[src/rtl/vga_fb_reader.sv]
// VGA scanout engine: raster counters, framebuffer read requests and a two-tick
// pixel pipeline with a 2-bit palette, border colour and a per-frame latched cursor.
module vga_fb_reader #(
  parameter int unsigned H_ACT  = 640,
  parameter int unsigned H_FP   = 16,
  parameter int unsigned H_SYNC = 96,
  parameter int unsigned H_BP   = 48,
  parameter int unsigned V_ACT  = 480,
  parameter int unsigned V_FP   = 10,
  parameter int unsigned V_SYNC = 2,
  parameter int unsigned V_BP   = 33,
  parameter int unsigned IMG_W  = 256,
  parameter int unsigned IMG_H  = 256
) (
  input  logic        clk_i,
  input  logic        rst_ni,
  input  logic        pix_ce_i,
  input  logic        start_i,
  output logic        fb_rd_en_o,
  output logic [15:0] fb_addr_o,
  input  logic [17:0] fb_rdata_i,
  input  logic        cursor_en_i,
  input  logic [9:0]  cursor_x_i,
  input  logic [9:0]  cursor_y_i,
  output logic [23:0] pixel_o,
  output logic        hsync_o,
  output logic        vsync_o,
  output logic        blank_n_o,
  output logic        frame_start_o
);

  localparam int unsigned HTot = H_ACT + H_FP + H_SYNC + H_BP;
  localparam int unsigned VTot = V_ACT + V_FP + V_SYNC + V_BP;
  localparam int unsigned HW   = $clog2(HTot);
  localparam int unsigned VW   = $clog2(VTot);

  localparam logic [23:0] ColBorder = 24'h202020;
  localparam logic [23:0] ColCursor = 24'hFFFFFF;

  typedef enum logic {StIdle, StRun} state_e;

  state_e          state_q, state_d;
  logic [HW-1:0]   hc_q, hc_d;
  logic [VW-1:0]   vc_q, vc_d;
  logic            cur_en_q, cur_en_d;
  logic [9:0]      cur_x_q, cur_x_d;
  logic [9:0]      cur_y_q, cur_y_d;

  // Stage-1 flags, aligned with the cycle in which fb_rdata_i returns
  logic            s1_vis_q, s1_vis_d;
  logic            s1_img_q, s1_img_d;
  logic            s1_cur_q, s1_cur_d;
  logic            s1_hs_q, s1_hs_d;
  logic            s1_vs_q, s1_vs_d;

  // Stage-2 (output) registers
  logic [23:0]     pix_q, pix_d;
  logic            s2_hs_q, s2_hs_d;
  logic            s2_vs_q, s2_vs_d;
  logic            s2_bn_q, s2_bn_d;

  logic            run;
  logic            origin;
  logic [31:0]     hc_w, vc_w;
  logic            in_img, vis, hs_raw, vs_raw, cur_hit;
  logic            cen_eff;
  logic [9:0]      cx_eff, cy_eff;
  logic            unused_rdata;

  assign unused_rdata = ^fb_rdata_i[17:2];

  function automatic logic [23:0] palette(input logic [1:0] code);
    logic [23:0] col;
    case (code)
      2'b00:   col = 24'h000000;
      2'b01:   col = 24'hFF0000;
      2'b10:   col = 24'h00FF00;
      default: col = 24'h0000FF;
    endcase
    return col;
  endfunction

  always_comb begin
    run    = (state_q == StRun);
    hc_w   = 32'(hc_q);
    vc_w   = 32'(vc_q);
    origin = run && (hc_q == '0) && (vc_q == '0);

    state_d = state_q;
    if ((state_q == StIdle) && pix_ce_i && start_i) begin
      state_d = StRun;
    end

    hc_d = hc_q;
    vc_d = vc_q;
    if (run) begin
      if (hc_w == HTot - 1) begin
        hc_d = '0;
        vc_d = (vc_w == VTot - 1) ? '0 : vc_q + VW'(1);
      end else begin
        hc_d = hc_q + HW'(1);
      end
    end

    in_img = run && (hc_w < IMG_W) && (vc_w < IMG_H);
    vis    = run && (hc_w < H_ACT) && (vc_w < V_ACT);
    hs_raw = !(run && (hc_w >= H_ACT + H_FP) && (hc_w < H_ACT + H_FP + H_SYNC));
    vs_raw = !(run && (vc_w >= V_ACT + V_FP) && (vc_w < V_ACT + V_FP + V_SYNC));

    // The frame's first pixel already sees the freshly sampled cursor inputs
    cen_eff = origin ? cursor_en_i : cur_en_q;
    cx_eff  = origin ? cursor_x_i  : cur_x_q;
    cy_eff  = origin ? cursor_y_i  : cur_y_q;
    cur_hit = cen_eff && vis && (hc_w == 32'(cx_eff)) && (vc_w == 32'(cy_eff));

    cur_en_d = cur_en_q;
    cur_x_d  = cur_x_q;
    cur_y_d  = cur_y_q;
    if (origin) begin
      cur_en_d = cursor_en_i;
      cur_x_d  = cursor_x_i;
      cur_y_d  = cursor_y_i;
    end

    s1_vis_d = vis;
    s1_img_d = in_img;
    s1_cur_d = cur_hit;
    s1_hs_d  = hs_raw;
    s1_vs_d  = vs_raw;

    if (!s1_vis_q) begin
      pix_d = 24'h000000;
    end else if (s1_cur_q) begin
      pix_d = ColCursor;
    end else if (s1_img_q) begin
      pix_d = palette(fb_rdata_i[1:0]);
    end else begin
      pix_d = ColBorder;
    end
    s2_hs_d = s1_hs_q;
    s2_vs_d = s1_vs_q;
    s2_bn_d = s1_vis_q;
  end

  always_ff @(posedge clk_i or negedge rst_ni) begin
    if (!rst_ni) begin
      state_q  <= StIdle;
      hc_q     <= '0;
      vc_q     <= '0;
      cur_en_q <= 1'b0;
      cur_x_q  <= '0;
      cur_y_q  <= '0;
      s1_vis_q <= 1'b0;
      s1_img_q <= 1'b0;
      s1_cur_q <= 1'b0;
      s1_hs_q  <= 1'b1;
      s1_vs_q  <= 1'b1;
      pix_q    <= '0;
      s2_hs_q  <= 1'b1;
      s2_vs_q  <= 1'b1;
      s2_bn_q  <= 1'b0;
    end else if (pix_ce_i) begin
      state_q  <= state_d;
      hc_q     <= hc_d;
      vc_q     <= vc_d;
      cur_en_q <= cur_en_d;
      cur_x_q  <= cur_x_d;
      cur_y_q  <= cur_y_d;
      s1_vis_q <= s1_vis_d;
      s1_img_q <= s1_img_d;
      s1_cur_q <= s1_cur_d;
      s1_hs_q  <= s1_hs_d;
      s1_vs_q  <= s1_vs_d;
      pix_q    <= pix_d;
      s2_hs_q  <= s2_hs_d;
      s2_vs_q  <= s2_vs_d;
      s2_bn_q  <= s2_bn_d;
    end
  end

  assign fb_rd_en_o    = in_img;
  assign fb_addr_o     = 16'(vc_w * IMG_W + hc_w);
  assign frame_start_o = origin && pix_ce_i;
  assign pixel_o       = pix_q;
  assign hsync_o       = s2_hs_q;
  assign vsync_o       = s2_vs_q;
  assign blank_n_o     = s2_bn_q;

endmodule
[config.mk]
export PLATFORM = sky130hd
export DESIGN_NAME = vga_fb_reader
export DESIGN_NICKNAME = d
export VERILOG_FILES = /design/src/rtl/vga_fb_reader.sv
export SDC_FILE = /design/constraint.sdc
export NUM_CORES = 1
export LEC_CHECK = 0
export BUFFER_PORTS_ARGS = -buffer_cell sky130_fd_sc_hd__buf_2
export CORE_MARGIN = 4
export CORE_UTILIZATION = 30
export CTS_BUF_LIST = sky130_fd_sc_hd__clkbuf_8 sky130_fd_sc_hd__clkbuf_16
export DETAILED_ROUTE_END_ITERATION = 10
export HOLD_SLACK_MARGIN = 0.05
export PLACE_DENSITY = 0.49
export SYNTH_ARGS = -nofsm -noshare
export SYNTH_HDL_FRONTEND = slang
export SYNTH_SLANG_ARGS = --single-unit
[constraint.sdc]
create_clock -name clk_i -period 2.3 [get_ports clk_i]
set_clock_uncertainty 0.05 [all_clocks]
set_input_delay 0.23 -clock clk_i [delete_from_list [all_inputs] [get_ports clk_i]]
set_output_delay 0.23 -clock clk_i [all_outputs]
set_load 0.005 [all_outputs]
==> impl_metrics.tcl, run 1 <==
set metrics [dict create \
    num_io_pins 88 \
    synth_nets 382 \
    synth-edff-count 0 \
    antenna_cells 0 \
    post-route-min-period_ns 2.43 \
    end_kind "flop" \
    final-setup-viol-count 2 \
    cts_inserted_buffers 5 \
    fill_cells 1113 \
    finalCritPeriodShare_pct 106 \
    synth_top_area_share_pct 39.2 \
    violations "negative setup slack" \
    p_leak_nw 2.06 \
    vias 2627 \
    die_area_mm2 0.0128 \
    grtUsageTotal_pct 13.6 \
    drive_gt1_share_pct 39.2 \
    fin_hold_ws_ns 0.0788 \
    dp_hpwl_mm 6.66 \
    grt_overflow 0 \
    cts_tree "yes" \
    clock-root-buffer "clkbuf_8" \
    slowest_delay_ns 0.58 \
    antenna_found_initial 0 \
    grt_pass1_vias 2635 \
    syn_to_final_growth_pct 26.1 \
    die_w_um 113 \
    io_buffers 71 \
    power.density_mw_per_mm2 616 \
    nets 460 \
    remaining_drc_errors 0 \
    async_reset_ff_share_pct 100 \
    std_cell_rows 38 \
    ir_drop_uv 431 \
    dp_slack_ns -0.222 \
    wirelength_mm 8.92 \
    core_mm2 0.0108 \
    ys_warn_count 0 \
    avgSynthCellArea_um2 9.99 \
    clock-sinks 56 \
    path_clk_slew_ns 0.10 \
    slowest_stage "or4_4" \
    drt-pass1-iter-count 4 \
    seq_area_frac_synth_pct 42.4 \
    start_kind "flop" \
    finalWorstSetupSlack_ns -0.131 \
    setup_tns_ns -0.155 \
    insertion_delay_ns 0.32 \
    h-tree-depth 2 \
    critPathBufInv 1 \
    max-slew-margin-rel_pct 50.2 \
    grt_max_degree 57 \
    worstPathMaxFanout 8 \
    hold_viol 0 \
    maxCapViolations 0 \
    critPathKind "reg -> reg" \
    cp.arrival_ns 2.63 \
    min_path_type "in -> reg" \
    clockBufferDepth 2 \
    grt_pass1_wl_mm 13.8 \
    cp.required_ns 2.50 \
    fmax_mhz 411 \
    avgViaCountPerCell 4.77 \
    finalWeightedCongestion 0.820 \
    netlist_area_mm2 0.00332 \
    p_total_mw 2.58 \
    status "finished with violations" \
    synth-seq-cells 56 \
    yosysTopAreaCell "dfrtp_1" \
    start_util_pct 30.6 \
    synthFlopType "dfrtp_1" \
    cp_top_family "simple AND/OR/NAND/NOR gates" \
    slew_violations 0 \
    cp_cell_sequence "nor4_2 -> buf_4 -> nand3_2 -> or4_4 -> mux2i_1 -> a2111oi_2 -> o2111ai_1 -> o22ai_2" \
    die_h_um 113 \
    yosys-top-cells-area "dfrtp_1 (39%), buf_4 (6.3%), xor2_1 (5.8%)" \
    drt-initial-drc-count 143 \
    wl_per_cell_um 16.2 \
    synth.distinct_cells 47 \
    synthCells 332 \
    rsz0062_at_grt "yes" \
    tightest_slew_ns 0.748 \
    antenna_left 0 \
]
==> worst paths after layout <==
| kind | from | to | slack [ns] | cells after the start |
|---|---|---|---|---|
| setup / recovery | vc_q[3] | s1_cur_q | -0.13 | 8 |
| hold / removal | start_i | run | 0.08 | 2 |
| setup reg to reg | vc_q[3] | s1_cur_q | -0.13 | 8 |
| hold reg to reg | s1_hs_q | s1_hs_q | 0.45 | 2 |
| max in group asynchronous | rst_ni | vc_q[7] | 1.17 | 3 |
| min in group asynchronous | rst_ni | pixel_o[5] | 0.53 | 3 |
==> what timing repair did <==
action | in CTS | in global routing
resized for setup | 9 | 21
endpoints found under the hold margin | 52 | 0
hold buffers | 1 | 0
pin swaps | 4 | 1
buffers inserted | 1 | 0
cloned | 0 | 2
endpoints found under the setup margin | 22 | 21
==> cells in the final DEF (no fill, tap or decap), types with 4 or more instances in the layout <==
| cell | count |
|---|---|
| clkbuf_8 | 5 |
| and3_1 | 6 |
| mux2_4 | 14 |
| o22ai_1 | 6 |
| mux2i_1 | 5 |
| inv_1 | 29 |
| nand4_1 | 5 |
| dfstp_2 | 4 |
| dfrtp_1 | 52 |
| buf_4 | 36 |
| xor2_1 | 22 |
| xnor2_1 | 16 |
| mux2_2 | 7 |
| buf_6 | 5 |
| ha_1 | 6 |
| nand2_1 | 14 |
| o21ai_0 | 12 |
| nor2_1 | 16 |
| buf_2 | 70 |
| a21oi_1 | 11 |
| nand3_1 | 12 |
==> stage by stage <==
step / util, % / cell area (µm²) / cells
final: 38.6 / 4180 / 551
after global routing: 38.6 / 4180 / 551
after CTS: 37.3 / 4050 / 549
after detailed placement: 35.7 / 3870 / 539
after global placement: 35.7 / 3870 / 539
after floorplan: - / 3330 / 332
==> power breakdown <==
part	switching (mW)	total (mW)	internal, mW
Sequential	0.0436	1.10	1.06
Clock	0.346	0.669	0.323
Combinational	0.440	0.804	0.364
==> Yosys cell counts, drive strengths merged (4+ instances only) <==
cell type	number
xnor2	16
o22ai	7
xor2	22
nor4	6
and3	6
o21ai	12
dfrtp	52
clkbuf	11
nand2	14
buf	33
nand4	5
nand3	13
mux2i	7
inv	29
ha	6
nor2	17
a21oi	11
dfstp	4
mux2	24
==> layer usage <==
layer | vias to the layer above | part of all wire, % | global-route usage [%]
met3 | 10 | 5.7 | 2.30
met4 | 0 | 1.4 | 3.77
met1 | 1268 | 47 | 18.5
li1 | 1272 | - | -
met5 | - | 0 | 0
met2 | 77 | 46 | 22.4
==> registers in the layout, indices dropped and copies added, names as in the netlist, 6 cells and up <==
register and count:
cur_x_q 10, cur_y_q 10, hc_q 10, vc_q 10, pixel_o 6
==> worst register-to-register path, cell delays in order, from the launching register on <==
cell and delay, ns:
dfrtp_1 0.40, nor4_2 0.30, buf_4 0.16, nand3_2 0.07, or4_4 0.58, mux2i_1 0.17
a2111oi_2 0.32, o2111ai_1 0.18, o22ai_2 0.13
==> cells by family after synthesis <==
logic type / Yosys count / synth area share (%)
buffers and inverters: 73 / 12.1
flip-flops: 56 / 42.4
adder cells (fa/ha/maj): 7 / 2.87
XOR/XNOR: 38 / 10.0
AO/OA/AOI/OAI: 50 / 10.1
AND/OR/NAND/NOR: 77 / 12.2
multiplexers: 31 / 10.3
==> final cells by class <==
type                       count  area, µm²  area share [%]
inverter                      29        109            2.60
timing repair buffer         115        757            18.1
clock buffer                   5       68.8            1.64
clock inverter                 3       42.5            1.02
tap                          140        175            4.19
sequential                    56       1410            33.6
multi-input combinational    203       1630            38.8
No activity file was read; power rests on OpenSTA's default activity.
==> inputs of run 2 (changes only) <==
SETUP_SLACK_MARGIN = 0.02   (was unset)
TNS_END_PERCENT = 1   (was unset)
==> impl_metrics.tcl, run 2 (synthesis gave the netlist of run 1 again) <==
set metrics [dict create \
    status "finished with violations" \
    violations "negative setup slack" \
    grtUsageTotal_pct 13.9 \
    antenna_cells 0 \
    post-route-min-period_ns 2.51 \
    start_kind "flop" \
    maxCapViolations 0 \
    start_util_pct 30.6 \
    slowest_stage "or4_4" \
    final_common_cell "buf_2" \
    place_area_mm2 0.00389 \
    cts_tree "yes" \
    wirelength_mm 8.71 \
    cp_cell_sequence "nand2b_4 -> or4_4 -> or4_4 -> mux2i_2 -> a2111oi_2 -> o2111ai_1 -> o22ai_2" \
    cts_inserted_buffers 5 \
    antenna_left 0 \
    drt-initial-drc-count 80 \
    ir_drop_uv 250 \
    io_buffers 71 \
    tightest_slew_ns 0.685 \
    vias 2593 \
    cp.required_ns 2.49 \
    die_area_mm2 0.0128 \
    wl_per_cell_um 15.9 \
    design_area_mm2 0.00407 \
    worstPathMaxFanout 6 \
    rsz0062_at_grt "yes" \
    num_io_pins 88 \
    min_path_type "in -> reg" \
    slowest_delay_ns 0.60 \
    cp_top_family "simple AND/OR/NAND/NOR gates" \
    avgViaCountPerCell 4.72 \
    finalCritPeriodShare_pct 109 \
    insertion_delay_ns 0.32 \
    clock-sinks 56 \
    remaining_drc_errors 0 \
    h-tree-depth 2 \
    max-slew-margin-rel_pct 54.3 \
    hold_viol 0 \
    die_w_um 113 \
    end_kind "flop" \
    power.density_mw_per_mm2 628 \
    cp.arrival_ns 2.69 \
    critPathBufInv 0 \
    syn_to_final_growth_pct 22.6 \
    cpMostUsedCell "or4_4" \
    grt_pass1_vias 2671 \
    finalWeightedCongestion 0.874 \
    grt_max_degree 29 \
    path_clk_slew_ns 0.11 \
    drive_gt1_share_pct 35.2 \
    slew_violations 0 \
    die_h_um 113 \
    drt-pass1-iter-count 4 \
    nets 458 \
    p_total_mw 2.55 \
    layout_common_cells "buf_2 (70), dfrtp_1 (52), buf_4 (38)" \
    final-setup-viol-count 2 \
    critPathKind "reg -> reg" \
    antenna_found_initial 0 \
    fmax_mhz 399 \
    grt_pass1_wl_mm 14.2 \
    p_leak_nw 2.05 \
    clock-root-buffer "clkbuf_8" \
    std_cell_rows 38 \
    finalWorstSetupSlack_ns -0.207 \
    clockBufferDepth 2 \
    grt_overflow 0 \
    dp_hpwl_mm 6.95 \
    core_mm2 0.0108 \
    utilization_pct 37.5 \
]
## run 2: cell count changes in the layout (fill, tap and decap cells not counted), moves of 2 or more
cell and delta:
mux2_4 -13, buf_4 +2, buf_6 -3, clkbuf_16 -2, mux2_1 +13
## run 2: stage by stage
stage          instances  hold WS, ns  setup WS [ns]  TNS (ns)
3_5_place_dp         540        0.269         -0.271    -0.464
2_1_floorplan        332       -0.116         -0.131     -1.73
5_1_grt              549       0.0810         -0.306    -0.561
4_1_cts              549       0.0732         -0.218    -0.362
6_report             549       0.0715         -0.207    -0.325
3_3_place_gp         540        0.255         -0.180    -0.422
## run 2: final timing paths
check                              to  slack (ns)  cells past startpoint  startpoint
max in group asynchronous  cur_x_q[9]        1.06                      3      rst_ni
min in group asynchronous         run        0.42                      2      rst_ni
hold / removal                    run        0.07                      2     start_i
setup / recovery             s1_cur_q       -0.21                      7     vc_q[9]
setup reg to reg             s1_cur_q       -0.21                      7     vc_q[9]
hold reg to reg               s1_hs_q        0.45                      2     s1_hs_q
## run 2: cell type report
cell class | count | area, µm²
flip-flops and latches | 56 | 1410
inverters | 29 | 109
clock buffers | 5 | 68.8
clock inverters | 3 | 38.8
multi-input cells | 203 | 1560
fillers | 1115 | 6780
repair buffers | 113 | 708
well taps | 140 | 175
## run 2: repair_timing
action	in CTS	in global routing
endpoints found under the hold margin	25	0
hold buffers	1	0
pin swaps	7	2
setup endpoints to repair	24	24
setup buffers	0	0
resized for setup	8	4
## run 2: where the power goes
| part | internal [mW] | switching (mW) | total [mW] | leakage [nW] |
|---|---|---|---|---|
| combinational | 0.361 | 0.429 | 0.791 | 1.27 |
| sequential | 1.06 | 0.0438 | 1.10 | 0.723 |
| clock | 0.320 | 0.339 | 0.659 | 0.0593 |
| total | 1.74 | 0.812 | 2.55 | 2.05 |
## run 2: layer usage
| layer | track usage, % | part of all wire [%] | vias to the layer above |
|---|---|---|---|
| met5 | 0 | 0 | - |
| met4 | 2.64 | 0.78 | 0 |
| met3 | 2.35 | 5.2 | 7 |
| met2 | 23.1 | 46 | 82 |
| met1 | 19.1 | 48 | 1236 |
| li1 | - | - | 1268 |
==> inputs of run 3 (changes only) <==
clock period = 2.04 ns   (was 2.3 ns; I/O delays follow)
==> impl_metrics.tcl, run 3 (synthesis gave the netlist of run 1 again) <==
set metrics [dict create \
    final-setup-viol-count 24 \
    die_w_um 113 \
    io_buffers 71 \
    grt_overflow 0 \
    internal_power_mw 2.01 \
    status "finished with violations" \
    reg2regPathDepth 7 \
    maxCapViolations 0 \
    start_kind "flop" \
    rsz0062_at_grt "yes" \
    slew_violations 0 \
    antenna_found_initial 0 \
    critPathKind "reg -> reg" \
    finalWorstSetupSlack_ns -0.352 \
    min_path_type "in -> reg" \
    drive_gt1_share_pct 37.0 \
    highest_layer "met4" \
    setup_tns_ns -3.99 \
    power.switching_mw 0.924 \
    violations "negative setup slack" \
    utilization_pct 38.4 \
    place_inst 544 \
    cp.arrival_ns 2.58 \
    avgViaCountPerCell 4.79 \
    drt-pass1-iter-count 4 \
    antenna_cells 0 \
    cts_inserted_buffers 5 \
    num_io_pins 88 \
    hold_depth 2 \
    cts_tree "yes" \
    drt-initial-drc-count 134 \
    r2r_end "s1_cur_q" \
    grt_max_degree 29 \
    core_mm2 0.0108 \
    fmax_mhz 418 \
    dr_wl_met2_mm 4.06 \
    wl_per_cell_um 16.3 \
    p_leak_nw 2.11 \
    clockBufferDepth 2 \
    wirelength_mm 9.07 \
    ir_drop_uv 387 \
    std_cell_rows 38 \
    r2r_slack_ns -0.35 \
    rr_startpoint "vc_q[9]" \
    h-tree-depth 2 \
    final_common_cell "buf_2" \
    power.density_mw_per_mm2 705 \
    met3_length_um 490 \
    wl_met1_mm 4.41 \
    antenna_left 0 \
    cp.required_ns 2.22 \
    pwr-share-clk_pct 24.9 \
    path_clk_slew_ns 0.10 \
    grt_pass1_wl_mm 14.6 \
    tightest_slew_ns 0.497 \
    post-route-min-period_ns 2.39 \
    grtUsageTotal_pct 14.4 \
    finalWeightedCongestion 0.874 \
    nets 465 \
    clock-root-buffer "clkbuf_8" \
    dp_hpwl_mm 7.03 \
    comb_power_share_pct 32.7 \
    remaining_drc_errors 0 \
    hold_end "cur_y_q[9]" \
    insertion_delay_ns 0.31 \
    max-slew-margin-rel_pct 66.5 \
    p_sw_share_pct 31.6 \
    vias 2665 \
    clock-sinks 56 \
    final_cells 556 \
    seq_power_share_pct 42.4 \
    syn_to_final_growth_pct 25.3 \
    finalCritPeriodShare_pct 117 \
    die_h_um 113 \
    worstPathMaxFanout 6 \
    layout_common_cells "buf_2 (70), dfrtp_1 (52), buf_4 (43)" \
    start_util_pct 30.6 \
    grt_pass1_vias 2664 \
    die_area_mm2 0.0128 \
    p_total_mw 2.93 \
    hold_viol 0 \
    end_kind "flop" \
    hold_start "cursor_y_i[9]" \
]
run 3: final cells by class:
| cell class | count | area, µm² |
|---|---|---|
| Sequential cell | 56 | 1410 |
| Fill cell | 1131 | 6680 |
| Clock buffer | 5 | 68.8 |
| Clock inverter | 3 | 38.8 |
| Tap cell | 140 | 175 |
| Timing Repair Buffer | 120 | 783 |
| Multi-Input combinational cell | 203 | 1580 |
| Inverter | 29 | 109 |
run 3: per-layer routing:
layer	GRT usage, %	vias up
li1	-	1280
met1	20.6	1282
met2	23.2	94
met3	2.35	9
met4	2.64	0
met5	0	-
run 3: what timing repair did:
action                                  CTS  global route
endpoints found under the setup margin   30            33
endpoints found under the hold margin    54             0
buffers inserted                          0             1
hold buffers                              2             0
resized for setup                         7            11
cloned                                    1             0
pin swaps                                 3             5
run 3: power by group through the flow:
stage	logic (mW)	clock network, mW	registers [mW]
detailed placement	0.954	0	1.26
finish	0.959	0.729	1.24
global placement	0.950	0	1.26
floorplan	0.492	0	1.31
global route	1.04	0.796	1.25
CTS	0.971	0.756	1.24
run 3: worst max-delay path by stage:
stage,startpoint,to,slack (ns)
2_1_floorplan,hc_q[9],s1_cur_q,-0.39
3_3_place_gp,vc_q[9],s1_cur_q,-0.25
3_5_place_dp,vc_q[9],s1_cur_q,-0.34
4_1_cts,vc_q[9],s1_cur_q,-0.36
5_1_grt,vc_q[4],s1_cur_q,-0.55
6_report,vc_q[9],s1_cur_q,-0.35
run 3: per-stage QoR:
stage	hold slack [ns]	setup slack [ns]	area [µm²]
2_1_floorplan	-0.142	-0.391	3320
3_3_place_gp	0.123	-0.248	3910
3_5_place_dp	0.114	-0.339	3910
4_1_cts	0.0781	-0.358	4100
5_1_grt	0.0810	-0.546	4160
6_report	0.0819	-0.352	4160
run 3: critical path, stage by stage, from the launching register on:
cell	delay [ns]
dfrtp_1	0.39
nand2b_1	0.15
or4_4	0.44
or4_4	0.50
mux2i_1	0.17
a2111oi_2	0.31
o2111ai_1	0.18
o22ai_2	0.14
